==> src/rtl/uart_tx.sv <==
// UART transmitter: start bit, DBIT data bits LSB-first, optional even parity, stop period.
// Each bit is timed by s_tick strobes. Defining UART_TX_PARITY_EN adds a parity bit after the data bits.
module uart_tx #(
    parameter int DBIT    = 8,
    parameter int OVS     = 16,
    parameter int SB_TICK = 16
) (
    input  logic            clk,
    input  logic            reset,
    input  logic            s_tick,
    input  logic            tx_start,
    input  logic [DBIT-1:0] i_data,
    output logic            o_tx,
    output logic            o_tx_done_tick,
    output logic            o_tx_busy
);

    localparam int CNT_MAX = (OVS > SB_TICK) ? OVS : SB_TICK;
    localparam int CW      = (CNT_MAX > 1) ? $clog2(CNT_MAX) : 1;
    localparam int BW      = (DBIT > 1) ? $clog2(DBIT) : 1;

    localparam logic [CW-1:0] OVS_LAST  = CW'(OVS - 1);
    localparam logic [CW-1:0] STOP_LAST = CW'(SB_TICK - 1);
    localparam logic [BW-1:0] BIT_LAST  = BW'(DBIT - 1);

    localparam logic [2:0] IDLE   = 3'd0;
    localparam logic [2:0] START  = 3'd1;
    localparam logic [2:0] DATA   = 3'd2;
    localparam logic [2:0] STOP   = 3'd3;
`ifdef UART_TX_PARITY_EN
    localparam logic [2:0] PARITY = 3'd4;
`endif

    logic [2:0]      state_q, state_d;
    logic [CW-1:0]   cnt_q, cnt_d;
    logic [BW-1:0]   bit_q, bit_d;
    logic [DBIT-1:0] shift_q, shift_d;
    logic            tx_q, tx_d;
`ifdef UART_TX_PARITY_EN
    logic            parity_q, parity_d;
`endif

    always_comb begin
        // NOTE: every signal gets a default up front so no path through the case infers a latch.
        state_d        = state_q;
        cnt_d          = cnt_q;
        bit_d          = bit_q;
        shift_d        = shift_q;
        tx_d           = tx_q;
        o_tx_done_tick = 1'b0;
`ifdef UART_TX_PARITY_EN
        parity_d       = parity_q;
`endif
        case (state_q)
            IDLE: begin
                tx_d = 1'b1;
                if (tx_start) begin
                    shift_d = i_data;
                    cnt_d   = '0;
                    state_d = START;
                    tx_d    = 1'b0;
`ifdef UART_TX_PARITY_EN
                    parity_d = ^i_data;
`endif
                end
            end
            START: begin
                if (s_tick) begin
                    if (cnt_q == OVS_LAST) begin
                        cnt_d   = '0;
                        bit_d   = '0;
                        state_d = DATA;
                        tx_d    = shift_q[0];
                    end else begin
                        cnt_d = cnt_q + 1'b1;
                    end
                end
            end
            DATA: begin
                if (s_tick) begin
                    if (cnt_q == OVS_LAST) begin
                        cnt_d   = '0;
                        shift_d = shift_q >> 1;
                        bit_d   = bit_q + 1'b1;
                        tx_d    = shift_d[0];
                        if (bit_q == BIT_LAST) begin
`ifdef UART_TX_PARITY_EN
                            state_d = PARITY;
                            tx_d    = parity_q;
`else
                            state_d = STOP;
                            tx_d    = 1'b1;
`endif
                        end
                    end else begin
                        cnt_d = cnt_q + 1'b1;
                    end
                end
            end
`ifdef UART_TX_PARITY_EN
            PARITY: begin
                if (s_tick) begin
                    if (cnt_q == OVS_LAST) begin
                        cnt_d   = '0;
                        state_d = STOP;
                        tx_d    = 1'b1;
                    end else begin
                        cnt_d = cnt_q + 1'b1;
                    end
                end
            end
`endif
            STOP: begin
                if (s_tick) begin
                    if (cnt_q == STOP_LAST) begin
                        cnt_d          = '0;
                        state_d        = IDLE;
                        tx_d           = 1'b1;
                        o_tx_done_tick = 1'b1;
                    end else begin
                        cnt_d = cnt_q + 1'b1;
                    end
                end
            end
            default: begin
                state_d = IDLE;
                tx_d    = 1'b1;
            end
        endcase
    end

    // The line is driven from tx_q, which is loaded with the next bit value, so o_tx never glitches.
    always_ff @(posedge clk or posedge reset) begin
        // NOTE: sequential state uses non-blocking assignments so all flops update together.
        if (reset) begin
            state_q <= IDLE;
            cnt_q   <= '0;
            bit_q   <= '0;
            shift_q <= '0;
            tx_q    <= 1'b1;
`ifdef UART_TX_PARITY_EN
            parity_q <= 1'b0;
`endif
        end else begin
            state_q <= state_d;
            cnt_q   <= cnt_d;
            bit_q   <= bit_d;
            shift_q <= shift_d;
            tx_q    <= tx_d;
`ifdef UART_TX_PARITY_EN
            parity_q <= parity_d;
`endif
        end
    end

    assign o_tx      = tx_q;
    assign o_tx_busy = (state_q != IDLE);

endmodule

==> config.mk <==
export PLATFORM = sky130hd
export DESIGN_NAME = uart_tx
export DESIGN_NICKNAME = d
export VERILOG_FILES = /design/src/rtl/uart_tx.sv
export SDC_FILE = /design/constraint.sdc
export NUM_CORES = 1
export LEC_CHECK = 0
export BUFFER_PORTS_ARGS = -buffer_cell sky130_fd_sc_hd__buf_4
export CAP_MARGIN = 25
export CORE_AREA = 4 4 48 50
export CTS_BUF_LIST = sky130_fd_sc_hd__clkbuf_2 sky130_fd_sc_hd__clkbuf_4 sky130_fd_sc_hd__clkbuf_8
export DETAILED_ROUTE_END_ITERATION = 16
export DIE_AREA = 0 0 52 54
export GPL_ROUTABILITY_DRIVEN = 0
export PLACE_DENSITY = 0.81
export SLEW_MARGIN = 15
export SYNTH_ARGS = -nofsm -noshare
export SYNTH_HDL_FRONTEND = slang
export SYNTH_SLANG_ARGS = --single-unit
==> constraint.sdc <==
create_clock -name clk -period 3.9 [get_ports clk]
set_input_delay 0.195 -clock clk [delete_from_list [all_inputs] [get_ports clk]]
set_output_delay 0.195 -clock clk [all_outputs]
set_load 0.02 [all_outputs]
* After elaboration in Yosys (flattened, before gate mapping)
Index checks and enable logic that the tools add are counted.
** Storage, ports and cells
- Register bits :: 19
- Bits in latches :: 0
- Memory bits (writable) :: 0
- Memory bits (read-only) :: 0
- Bits of input ports :: 12
- Output and inout bits :: 3
- Logic and storage cells :: 64
- Memories :: 0
** Operators by class
- Add/subtract/negate cells :: 2
- $mul :: 0
- Div/mod/pow operators :: 0
- Magnitude comparators :: 0
- Eq/ne operators :: 14
- Shift operators :: 0
- Muxes and demuxes :: 32
- Bitwise gates (word level) :: 0
- Reduce and logical (&&, ||, !) cells :: 11
** Operators by type and width (count)
- $mux 3 :: 10
- $mux 8 :: 3
- $ne 2x2->1 const B :: 8
- $pmux 8 s2 :: 1
- $mux 4 :: 3
- $pmux 3 s4 :: 1
- $mux 1 :: 11
- $pmux 4 s2 :: 1
- $reduce_and 8->1 :: 1
- $eq 3x2->1 const B :: 2
- $pmux 3 s2 :: 1
- $reduce_and 6->1 :: 1
- $reduce_bool 2->1 :: 3
- $reduce_and 5->1 :: 1
- $add 4x1->4 const B :: 1
- $eq 4x4->1 const B :: 1
- $pmux 1 s4 :: 1
- $reduce_and 4->1 :: 1
- $add 3x1->3 const B :: 1
- $eq 3x1->1 const B :: 1
- $eq 3x3->1 const B :: 1
- $logic_not 3->1 :: 1
- $reduce_and 3->1 :: 1
- $reduce_bool 3->1 :: 1
- 2 further kinds :: 2

* Depth between registers and ports, before layout
Gate-level depths: netlist of run 1.
- Depth in word-level cells :: 5
- Gate-level depth with buffers :: 6
- Gate-level depth less buffers :: 5

* Worst setup path after synthesis of run 1
Ideal clock, no wire load.
- Path kind :: register to register
- From :: register state_q[0]
- To :: register state_q[1]
- Library setup time :: 125 ps
- Arrival :: 1431 ps
- Required time :: 3775 ps
- Setup slack :: 2344 ps
- Stages on the path, launching flop included :: 6
- Buffers on the path :: 0
- Clock period less this slack :: 1556 ps
- Cell sequence :: dfrtp_1 > inv_1 > ha_1 > inv_1 > o221ai_2 > mux2_4
** Between the ends
- Longest elaborated chain between the ends :: 3
- Elaborated cells on any way between the ends :: 14
- Classes of those cells :: eq/ne (11); mux (1); reduce/logical (2)
** RTL lines
- start, declared :: RTL line 34 : logic [2:0] state_q, state_d;
- start signal, assigned :: RTL line 145 : state_q <= state_d;
- $eq 3x2->1, or another cell as far along :: RTL line 54 : case (state_q)
- $ne 2x2->1 (no line)
- $reduce_and 8->1 (no line)
Several ways; a longest one is shown, not always the timed one.
A chain may end at the register's enable or synchronous reset.

* Worst setup path after layout of run 1
- From :: register state_q[0]
- To :: register shift_q[5]
** Between the ends
- Longest elaborated chain between the ends :: 3
- Elaborated cells on any way between the ends :: 8
- Classes of those cells :: eq/ne (4); mux (1); reduce/logical (3)
** RTL lines
- $eq 3x2->1 / $logic_not 3->1 (equally long branches) :: RTL line 54
- $ne 2x2->1 (no line) / $reduce_bool 2->1 (equally long branches)
- $reduce_and 4->1 (no line)
- end signal, assigned :: RTL line 148 : shift_q <= shift_d;
- end, declared :: RTL line 37 : logic [DBIT-1:0] shift_q, shift_d;
Several ways; a longest one is shown, not always the timed one.

==> results.toml, run 1 <==
[critical_path]
regToRegEndpoint = "shift_q[5]"
critical_path.reg2reg.startpoint = "state_q[0]"
end_kind = "register"
timing.critical_path.from_type = "register"
ff2ff_path_depth = 5
r2r_setup_slack_ps = 1700
arrival_ps = 2430
timing.setup.critical_path_class = "reg -> reg"
cp_max_fo = 25
required_ps = 4130

[floorplan]
die-height_microns = 54
floorplan.die_area_sq_mm = 0.00281
num_rows = 16
initial_core_util_pct = 58.6
core_area_sq_mm = 0.00190
top_level_ports = 15
die_width_microns = 52

[sta]
fin_skew_ps = 1.29
tcrit_tclk_final_pct = 56.3
timing_max_transition_violations_final = 0
setup_viol_count_final = 0
rsz0062_at_grt = "false"
hold_slack_ps = -16.8
fmaxAchievable_ghz = 0.455
finalSetupTns_ps = 0
slew_headroom_pct = 42.5
finalCriticalPeriod_ps = 2200
number_of_failing_hold_endpoints_at_the_final_stage = 17
max_slew.worst_pin.slew_ps = 863

[clock_tree]
clk_path_buf_depth = 2
cts-buffers-inserted = 3
cts_tree = "yes"
post_cts_resized = 0
cts.hold.buffers_added = 0
clk_transition_reported_paths_ps = 110
worstSkewPairLatency_ps = 300
clock_tree.root_cell = "sky130_fd_sc_hd__clkbuf_4"
post_cts.repair.setup_buffers = 0
clock_sinks = 18
cts.htree.levels = 1

[synthesis]
yosysSeqAreaShare_pct = 40.6
ys.warnings.count = 0
netlist_instances = 106
summed_instance_area_of_the_synthesized_netlist_sq_mm = 0.00111
synthArstFlopShare_pct = 100
ys_top_cells_by_area = "sky130_fd_sc_hd__dfrtp_1 (38%), sky130_fd_sc_hd__ha_1 (10%), sky130_fd_sc_hd__nand3_1 (4.9%)"
area_share_of_the_leading_cell_type_in_the_synthesized_netlist_pct = 38.2
synth_nets = 127
synth_seq_cells = 18
synth_enable_flop_cells = 0
synth.lib_cells_used.distinct = 42
yosys_most_used_dff = "sky130_fd_sc_hd__dfrtp_1"
post_synth.cell_area_avg_sq_um = 10.5
synthDominantAreaCellType = "sky130_fd_sc_hd__dfrtp_1"

[layout]
antenna-diode-count = 0
final_net_count = 142
register_area_sq_um = 452
share_of_final_layout_standard_cells_stronger_than_drive_strength_1_pct = 24.2
synthToLayoutAreaGrowth_pct = 13.1
area_used_by_multi_input_combinational_logic_sq_um = 611
layout.filler_cells = 163

[global_route]
grt_usage_pct = 19.7
grt.overflow.total = 0
first_pass_grt_wire_length_mm = 4.02
largest_net_degree_at_the_start_of_global_routing = 26
grt_pass1_vias = 920
antenna_found_initial = 0

[place]
place.detailed.hpwl_mm = 1.72
io_buffers = 14

[pwr]
ir_worst_vdd_uv = 465
p_per_area_mw_per_mm2 = 759
power.leakage_uw = 0.000601

[drt]
drt_drc_violations_left = 0
detail_route_antenna_nets = 0
drt-wirelength-per-cell_microns = 15.9
dr_vias = 888
postRouteWirelength_mm = 2.34
vias_per_cell = 6.04
drt_pre_antenna_iters = 4
detailedRoute.firstIterationViolations = 19

[outcome]
violations = "negative hold slack"
status = "finished with violations"

[run]
maxCapViolations = 0

[min_path]
class_of_the_most_critical_hold_timing_path = "in -> async"
-- logic make-up (layout without fill, tap and decap cells) --
group,count (synthesis),after routing,share of synthesized area [%]
simple gates,33,33,18.8
compound gates,31,31,20.9
flops,18,18,40.6
buf+inv,10,24,4.61
fa+ha+maj,9,9,10.1
mux,5,5,5.06
-- critical path: stages, from the launching register on --
cell                        delay, ps
sky130_fd_sc_hd__dfrtp_1          440
sky130_fd_sc_hd__inv_1            130
sky130_fd_sc_hd__ha_1             740
sky130_fd_sc_hd__mux2i_1          340
sky130_fd_sc_hd__a21oi_2          300
sky130_fd_sc_hd__a2bb2oi_1        180
-- area by class of cell --
cell class | instances | area share [%]
Clock buffer | 4 | 2.88
Multi-Input combinational cell | 78 | 48.5
Inverter | 6 | 1.79
Sequential cell | 18 | 35.8
Tap cell | 27 | 2.68
Timing Repair Buffer | 14 | 8.34
-- cells in the mapped netlist, types with 3 or more instances --
cell type                   number
sky130_fd_sc_hd__a22oi_1         4
sky130_fd_sc_hd__o21ai_1         4
sky130_fd_sc_hd__dfrtp_1        17
sky130_fd_sc_hd__nor2_1          3
sky130_fd_sc_hd__a21o_1          3
sky130_fd_sc_hd__a2bb2oi_1       3
sky130_fd_sc_hd__ha_1            9
sky130_fd_sc_hd__mux2i_1         3
sky130_fd_sc_hd__inv_1           6
sky130_fd_sc_hd__nand4_1         4
sky130_fd_sc_hd__nand3_1        11
-- layer usage --
layer / track usage [%] / up-vias / part of all wire, %
met4: 10.9 / 0 / 1.7
li1: - / 431 / -
met3: 2.49 / 5 / 3.0
met1: 22.4 / 435 / 44
met2: 35.6 / 17 / 51
met5: 0 / - / 0
-- flip-flops by register name, summed over array words and instances, names as in the netlist --
register and cells:
cnt_q 4, state_q 2, bit_q 3, o_tx 1, shift_q 8
-- how the worst max path moves through the flow --
stage / startpoint / endpoint
2_1_floorplan: state_q[0] / state_q[1]
3_3_place_gp: state_q[0] / state_q[1]
3_5_place_dp: state_q[0] / state_q[1]
4_1_cts: state_q[0] / state_q[1]
5_1_grt: state_q[0] / shift_q[5]
6_report: state_q[0] / shift_q[5]
-- stage by stage --
step | utilization [%] | setup WS, ps | total power [uW] | instances | instance area [sq um]
2_1_floorplan | - | 2340 | 729 | 106 | 1110
3_3_place_gp | 64.3 | 1830 | 814 | 143 | 1220
3_5_place_dp | 64.3 | 1720 | 839 | 143 | 1220
4_1_cts | 66.3 | 1700 | 962 | 147 | 1260
5_1_grt | 66.3 | 1500 | 1030 | 147 | 1260
6_report | 66.3 | 1700 | 957 | 147 | 1260
-- cells in the final DEF, fill, tap and decap left out, types with 2 or more instances in the layout --
| master | instances |
|---|---|
| sky130_fd_sc_hd__a21o_1 | 3 |
| sky130_fd_sc_hd__a22oi_1 | 4 |
| sky130_fd_sc_hd__a2bb2oi_1 | 3 |
| sky130_fd_sc_hd__a31oi_1 | 2 |
| sky130_fd_sc_hd__a32o_1 | 2 |
| sky130_fd_sc_hd__buf_4 | 14 |
| sky130_fd_sc_hd__clkbuf_4 | 3 |
| sky130_fd_sc_hd__dfrtp_1 | 17 |
| sky130_fd_sc_hd__ha_1 | 9 |
| sky130_fd_sc_hd__inv_1 | 6 |
| sky130_fd_sc_hd__mux2i_1 | 3 |
| sky130_fd_sc_hd__nand2_1 | 2 |
| sky130_fd_sc_hd__nand2b_1 | 2 |
| sky130_fd_sc_hd__nand3_1 | 11 |
| sky130_fd_sc_hd__nand4_1 | 4 |
| sky130_fd_sc_hd__nor2_1 | 3 |
| sky130_fd_sc_hd__nor2b_1 | 2 |
| sky130_fd_sc_hd__o21ai_0 | 2 |
| sky130_fd_sc_hd__o21ai_1 | 4 |
| sky130_fd_sc_hd__o22ai_1 | 2 |
-- power breakdown --
group          leakage, uW  internal [uW]  total [uW]  switching [uW]
registers         0.000224            266         334            68.1
logic             0.000356            228         502             274
clock network    0.0000210           57.0         120            63.4
total             0.000601            551         957             405
Power figures use the tool's default switching activity.
==> run 2, diff against run 1 <==
- CORE_AREA: 4 4 48 50 -> 4 4 49 51
- DIE_AREA: 0 0 52 54 -> 0 0 53 55
- PLACE_DENSITY: 0.81 -> 0.78
- clock period: 3.9 -> 2.3 ns (I/O delays scaled with it)
==> run 2 against run 1 <==
Flip-flop and latch count stayed put. Cell count rose by 1.4%. Sequential share of layout area shrank 0.49 points. Worst hold slack better by 70 ps. Global-route usage decreased by 1.9 points. Register-to-register slack worse by 1300 ps. First-iteration DRC count did not move. Clock power rose by 66%. The run now ends clean. Critical path type unchanged. Worst setup slack got worse by 1300 ps. Clock-buffer cell count did not move. Clock skew barely moved.
==> results.toml, run 2 (synthesized netlist as in run 1, its figures left out) <==
[place]
placed_cell_area_sq_mm = 0.00123
place.detailed.hpwl_mm = 1.59
io_buffers = 14

[layout]
area_used_by_multi_input_combinational_logic_sq_um = 611
antenna-diode-count = 0
most-common-layout-cells = "sky130_fd_sc_hd__dfrtp_1 (17), sky130_fd_sc_hd__buf_4 (15), sky130_fd_sc_hd__nand3_1 (11)"
largest_register_ff_count = 8
synthToLayoutAreaGrowth_pct = 14.7
top_regs = "shift_q: 8 flops, cnt_q: 4 flops, bit_q: 3 flops"
layout_commonest_cell = "sky130_fd_sc_hd__dfrtp_1"
register_area_sq_um = 452
fin_util_pct = 65.8
final_net_count = 144
share_of_final_layout_standard_cells_stronger_than_drive_strength_1_pct = 24.6
layout.cell_area.non_filler_sq_mm = 0.00128
layout.filler_cells = 153
registers.top_by_ff_count = "shift_q"

[pwr]
ir_worst_vdd_uv = 781
power.leakage_uw = 0.000610
p_per_area_mw_per_mm2 = 1270

[floorplan]
die-height_microns = 55
die_width_microns = 53
initial_core_util_pct = 57.3
num_rows = 16
core_area_sq_mm = 0.00194
top_level_ports = 15
floorplan.die_area_sq_mm = 0.00292

[outcome]
status = "completed"

[clock_tree]
cts-buffers-inserted = 3
clk_transition_reported_paths_ps = 110
cts.hold.buffers_added = 1
clk_path_buf_depth = 2
cts_tree = "yes"
clock_sinks = 18
worstSkewPairLatency_ps = 290
cts.htree.levels = 1
post_cts_resized = 0
clock_tree.root_cell = "sky130_fd_sc_hd__clkbuf_4"
post_cts.repair.setup_buffers = 0

[critical_path]
timing.setup.critical_path_class = "reg -> reg"
cp_slowest_stage_delay_ps = 540
worstPathCellList = "inv_1 > ha_1 > inv_1 > o221ai_2 > mux2_4"
crit_slowest_cell = "sky130_fd_sc_hd__ha_1"
critPathBufInv = 2
timing.critical_path.from_type = "register"
cp_max_fo = 16
cpLargestDelayFamily = "adder cells"
arrival_ps = 2130
required_ps = 2490
crit_top_cell = "sky130_fd_sc_hd__inv_1"
end_kind = "register"

[global_route]
first_pass_grt_wire_length_mm = 3.85
grt_usage_pct = 17.8
antenna_found_initial = 0
grt_pass1_vias = 832
largest_net_degree_at_the_start_of_global_routing = 19
grt.overflow.total = 0

[drt]
drt_drc_violations_left = 0
postRouteWirelength_mm = 2.18
detailedRoute.firstIterationViolations = 19
detail_route_antenna_nets = 0
dr_vias = 866
drt_pre_antenna_iters = 4
drt-wirelength-per-cell_microns = 14.7
vias_per_cell = 5.81

[min_path]
class_of_the_most_critical_hold_timing_path = "in -> reg"

[sta]
finalCriticalPeriod_ps = 1940
finalSetupTns_ps = 0
max_slew.worst_pin.slew_ps = 707
fmaxAchievable_ghz = 0.516
number_of_failing_hold_endpoints_at_the_final_stage = 0
setup_viol_count_final = 0
slew_headroom_pct = 52.8
tcrit_tclk_final_pct = 84.2
timing_max_transition_violations_final = 0
fin_skew_ps = 1.49
rsz0062_at_grt = "false"

[run]
maxCapViolations = 0
==> run 2: worst reg2reg max path, stage by stage (launching register included) <==
cell and delay [ps]:
sky130_fd_sc_hd__dfrtp_1 430, sky130_fd_sc_hd__inv_1 130, sky130_fd_sc_hd__ha_1 540, sky130_fd_sc_hd__inv_1 150, sky130_fd_sc_hd__o221ai_2 270, sky130_fd_sc_hd__mux2_4 320
==> run 2: through the flow <==
stage	std cells	setup slack (ps)	power (uW)	hold WS [ps]
6_report	149	364	1620	53.2
5_1_grt	149	232	1760	59.3
4_1_cts	149	388	1610	54.3
3_5_place_dp	144	390	1420	268
3_3_place_gp	144	460	1390	265
2_1_floorplan	106	744	1240	52.8
==> run 2: layout make-up <==
type | count | area share [%]
clock buffers | 4 | 2.84
flip-flops and latches | 18 | 35.4
repair buffers | 16 | 9.60
multi-input cells | 78 | 47.8
inverters | 6 | 1.76
well taps | 27 | 2.64
==> run 2: power by group <==
group	internal (uW)	switching, uW
clock	96.5	102
sequential	451	109
combinational	399	464
total	947	675
==> run 2: worst paths after layout <==
check | startpoint | to | slack (ps) | depth (start not counted)
setup / recovery | state_q[0] | state_q[1] | 360 | 5
hold / removal | i_data[7] | shift_q[7] | 50 | 3
setup reg to reg | state_q[0] | state_q[1] | 360 | 5
hold reg to reg | bit_q[2] | bit_q[2] | 510 | 1
max in group asynchronous | reset | shift_q[5] | 1370 | 3
min in group asynchronous | reset | bit_q[0] | 480 | 3
==> run 2: layer usage <==
layer / share of wire (%) / vias up / track usage [%]
li1: - / 436 / -
met1: 52 / 413 / 26.9
met2: 44 / 13 / 26.4
met3: 3.3 / 4 / 2.41
met4: 0.96 / 0 / 5.11
met5: 0 / - / 0
==> run 3, diff against run 2 <==
- clock period: 2.3 -> 2 ns (I/O delays scaled with it)
==> run 3 against run 2 <==
Flip-flop and latch count did not move. Clock skew rose by 1.2 ps. Non-clock buffer count rose by 1. Critical endpoint is now o_tx_done_tick. First-iteration DRC count fell by 16%. Clock power rose by 14%. Sequential power rose by 16%. Utilization rose by 0.39 points. Worst setup slack got worse by 120 ps. Global-route usage rose by 1.2 points. Die area did not move.
==> results.toml, run 3 (synthesized netlist as in run 1, its figures left out) <==
[outcome]
status = "completed"

[critical_path]
cp_max_fo = 12
end_kind = "primary output"
arrival_ps = 1660
r2r_setup_slack_ps = 260
required_ps = 1900
crit_path_end = "o_tx_done_tick"
critical_path.reg2reg.startpoint = "state_q[0]"
ff2ff_path_depth = 5
worstSetupStartpoint = "cnt_q[0]"
regToRegEndpoint = "shift_q[4]"
timing.critical_path.from_type = "register"
timing.setup.critical_path_class = "reg -> out"

[pwr]
cell_internal_pwr_uw = 1100
comb_power_share_pct = 53.6
power.switching_fraction_pct = 41.5
seq_power_share_pct = 34.4
p_switching_uw = 781
ir_worst_vdd_uv = 912
p_per_area_mw_per_mm2 = 1460
power.leakage_uw = 0.000615
clkPwrFrac_pct = 12.0

[clock_tree]
cts.htree.levels = 1
cts-buffers-inserted = 3
clock_sinks = 18
worstSkewPairLatency_ps = 290
clock_tree.root_cell = "sky130_fd_sc_hd__clkbuf_4"
clk_path_buf_depth = 2
post_cts_resized = 0
post_cts.repair.setup_buffers = 0
clk_transition_reported_paths_ps = 110
cts_tree = "yes"

[drt]
drt-wirelength-per-cell_microns = 15.2
detail_route_antenna_nets = 0
dr_vias = 886
vias_per_cell = 5.91
drt_pre_antenna_iters = 4
drt_drc_violations_left = 0
postRouteWirelength_mm = 2.29
detailedRoute.firstIterationViolations = 16

[sta]
tcrit_tclk_final_pct = 87.8
setup_viol_count_final = 0
timing_max_transition_violations_final = 0
fin_skew_ps = 2.65
fmaxAchievable_ghz = 0.569
finalCriticalPeriod_ps = 1760
finalSetupTns_ps = 0
slew_headroom_pct = 53.4
number_of_failing_hold_endpoints_at_the_final_stage = 0
max_slew.worst_pin.slew_ps = 698
rsz0062_at_grt = "false"

[global_route]
first_pass_grt_wire_length_mm = 4.03
antenna_found_initial = 0
grtUsageMet2_pct = 28.7
grtUsageMet3_pct = 2.41
grt_usage_pct = 19.0
globalRoute.busiestLayer = "met2"
grt.overflow.total = 0
met1_usage_pct = 28.1
grt_pass1_vias = 888
largest_net_degree_at_the_start_of_global_routing = 19

[layout]
final_net_count = 145
most-common-layout-cells = "sky130_fd_sc_hd__dfrtp_1 (17), sky130_fd_sc_hd__buf_4 (16), sky130_fd_sc_hd__nand3_1 (11)"
layout_commonest_cell = "sky130_fd_sc_hd__dfrtp_1"
registers.top_by_ff_count = "shift_q"
top_regs = "shift_q: 8 flops, cnt_q: 4 flops, bit_q: 3 flops"
register_area_sq_um = 452
area_used_by_multi_input_combinational_logic_sq_um = 611
share_of_final_layout_standard_cells_stronger_than_drive_strength_1_pct = 25.2
layout.filler_cells = 164
largest_register_ff_count = 8
antenna-diode-count = 0
synthToLayoutAreaGrowth_pct = 15.4
finalNonFillerCells = 150

[min_path]
hold_path_depth = 3
worstHoldStart = "i_data[7]"
class_of_the_most_critical_hold_timing_path = "in -> reg"

[run]
maxCapViolations = 0

[floorplan]
die_width_microns = 53
top_level_ports = 15
core_area_sq_mm = 0.00194
num_rows = 16
floorplan.die_area_sq_mm = 0.00292
initial_core_util_pct = 57.3
die-height_microns = 55

[place]
place.detailed.hpwl_mm = 1.72
io_buffers = 14
placed_cells_incl_taps = 145
[run 3: cell count changes in the layout (fill, tap and decap cells not counted)]
cell                    delta
sky130_fd_sc_hd__buf_4     +1
[run 3: metrics by stage]
step / setup slack (ps) / cell area, sq um / power, uW / utilization (%) / hold WS, ps
after floorplan: 444 / 1110 / 1420 / - / 37.8
after global placement: 349 / 1240 / 1620 / 63.8 / 244
after detailed placement: 279 / 1240 / 1650 / 63.8 / 247
after CTS: 234 / 1280 / 1890 / 66.2 / 33.7
after global routing: 78.0 / 1280 / 2050 / 66.2 / 33.7
final: 243 / 1280 / 1880 / 66.2 / 38.3
[run 3: worst max-delay path, cell delays in order, from the launching register on]
cell and delay (ps):
sky130_fd_sc_hd__dfrtp_1 420, sky130_fd_sc_hd__ha_1 290, sky130_fd_sc_hd__and4_4 370, sky130_fd_sc_hd__and2_1 150, sky130_fd_sc_hd__buf_4 130
[run 3: worst min-delay path by stage]
stage            endpoint  slack [ps]
2_1_floorplan    bit_q[0]          40
3_3_place_gp     bit_q[0]         240
3_5_place_dp     bit_q[0]         250
4_1_cts        shift_q[7]          30
5_1_grt        shift_q[3]          30
6_report       shift_q[7]          40
[run 3: area by class of cell]
class	count	area share (%)
multi-input combinational	78	47.5
sequential	18	35.2
timing repair buffer	17	10.1
clock buffer	4	2.82
tap	27	2.63
inverter	6	1.75
[run 3: metal layers]
| metal | vias up | part of all wire (%) |
|---|---|---|
| met2 | 15 | 47 |
| met1 | 432 | 49 |
| met5 | - | 0 |
| li1 | 437 | - |
| met3 | 2 | 3.9 |
| met4 | 0 | 0.57 |
[run 3: what timing repair did]
action,4_1_cts,5_1_grt
endpoints found under the hold margin,17,0
setup endpoints to repair,0,0
hold buffers,1,0
[run 3: power by group through the flow]
stage	Sequential [uW]	Clock, uW	Combinational [uW]
4_1_cts	642	232	1010
6_report	647	226	1010
3_5_place_dp	649	0	1010
5_1_grt	668	247	1140
3_3_place_gp	644	0	978
2_1_floorplan	632	0	790
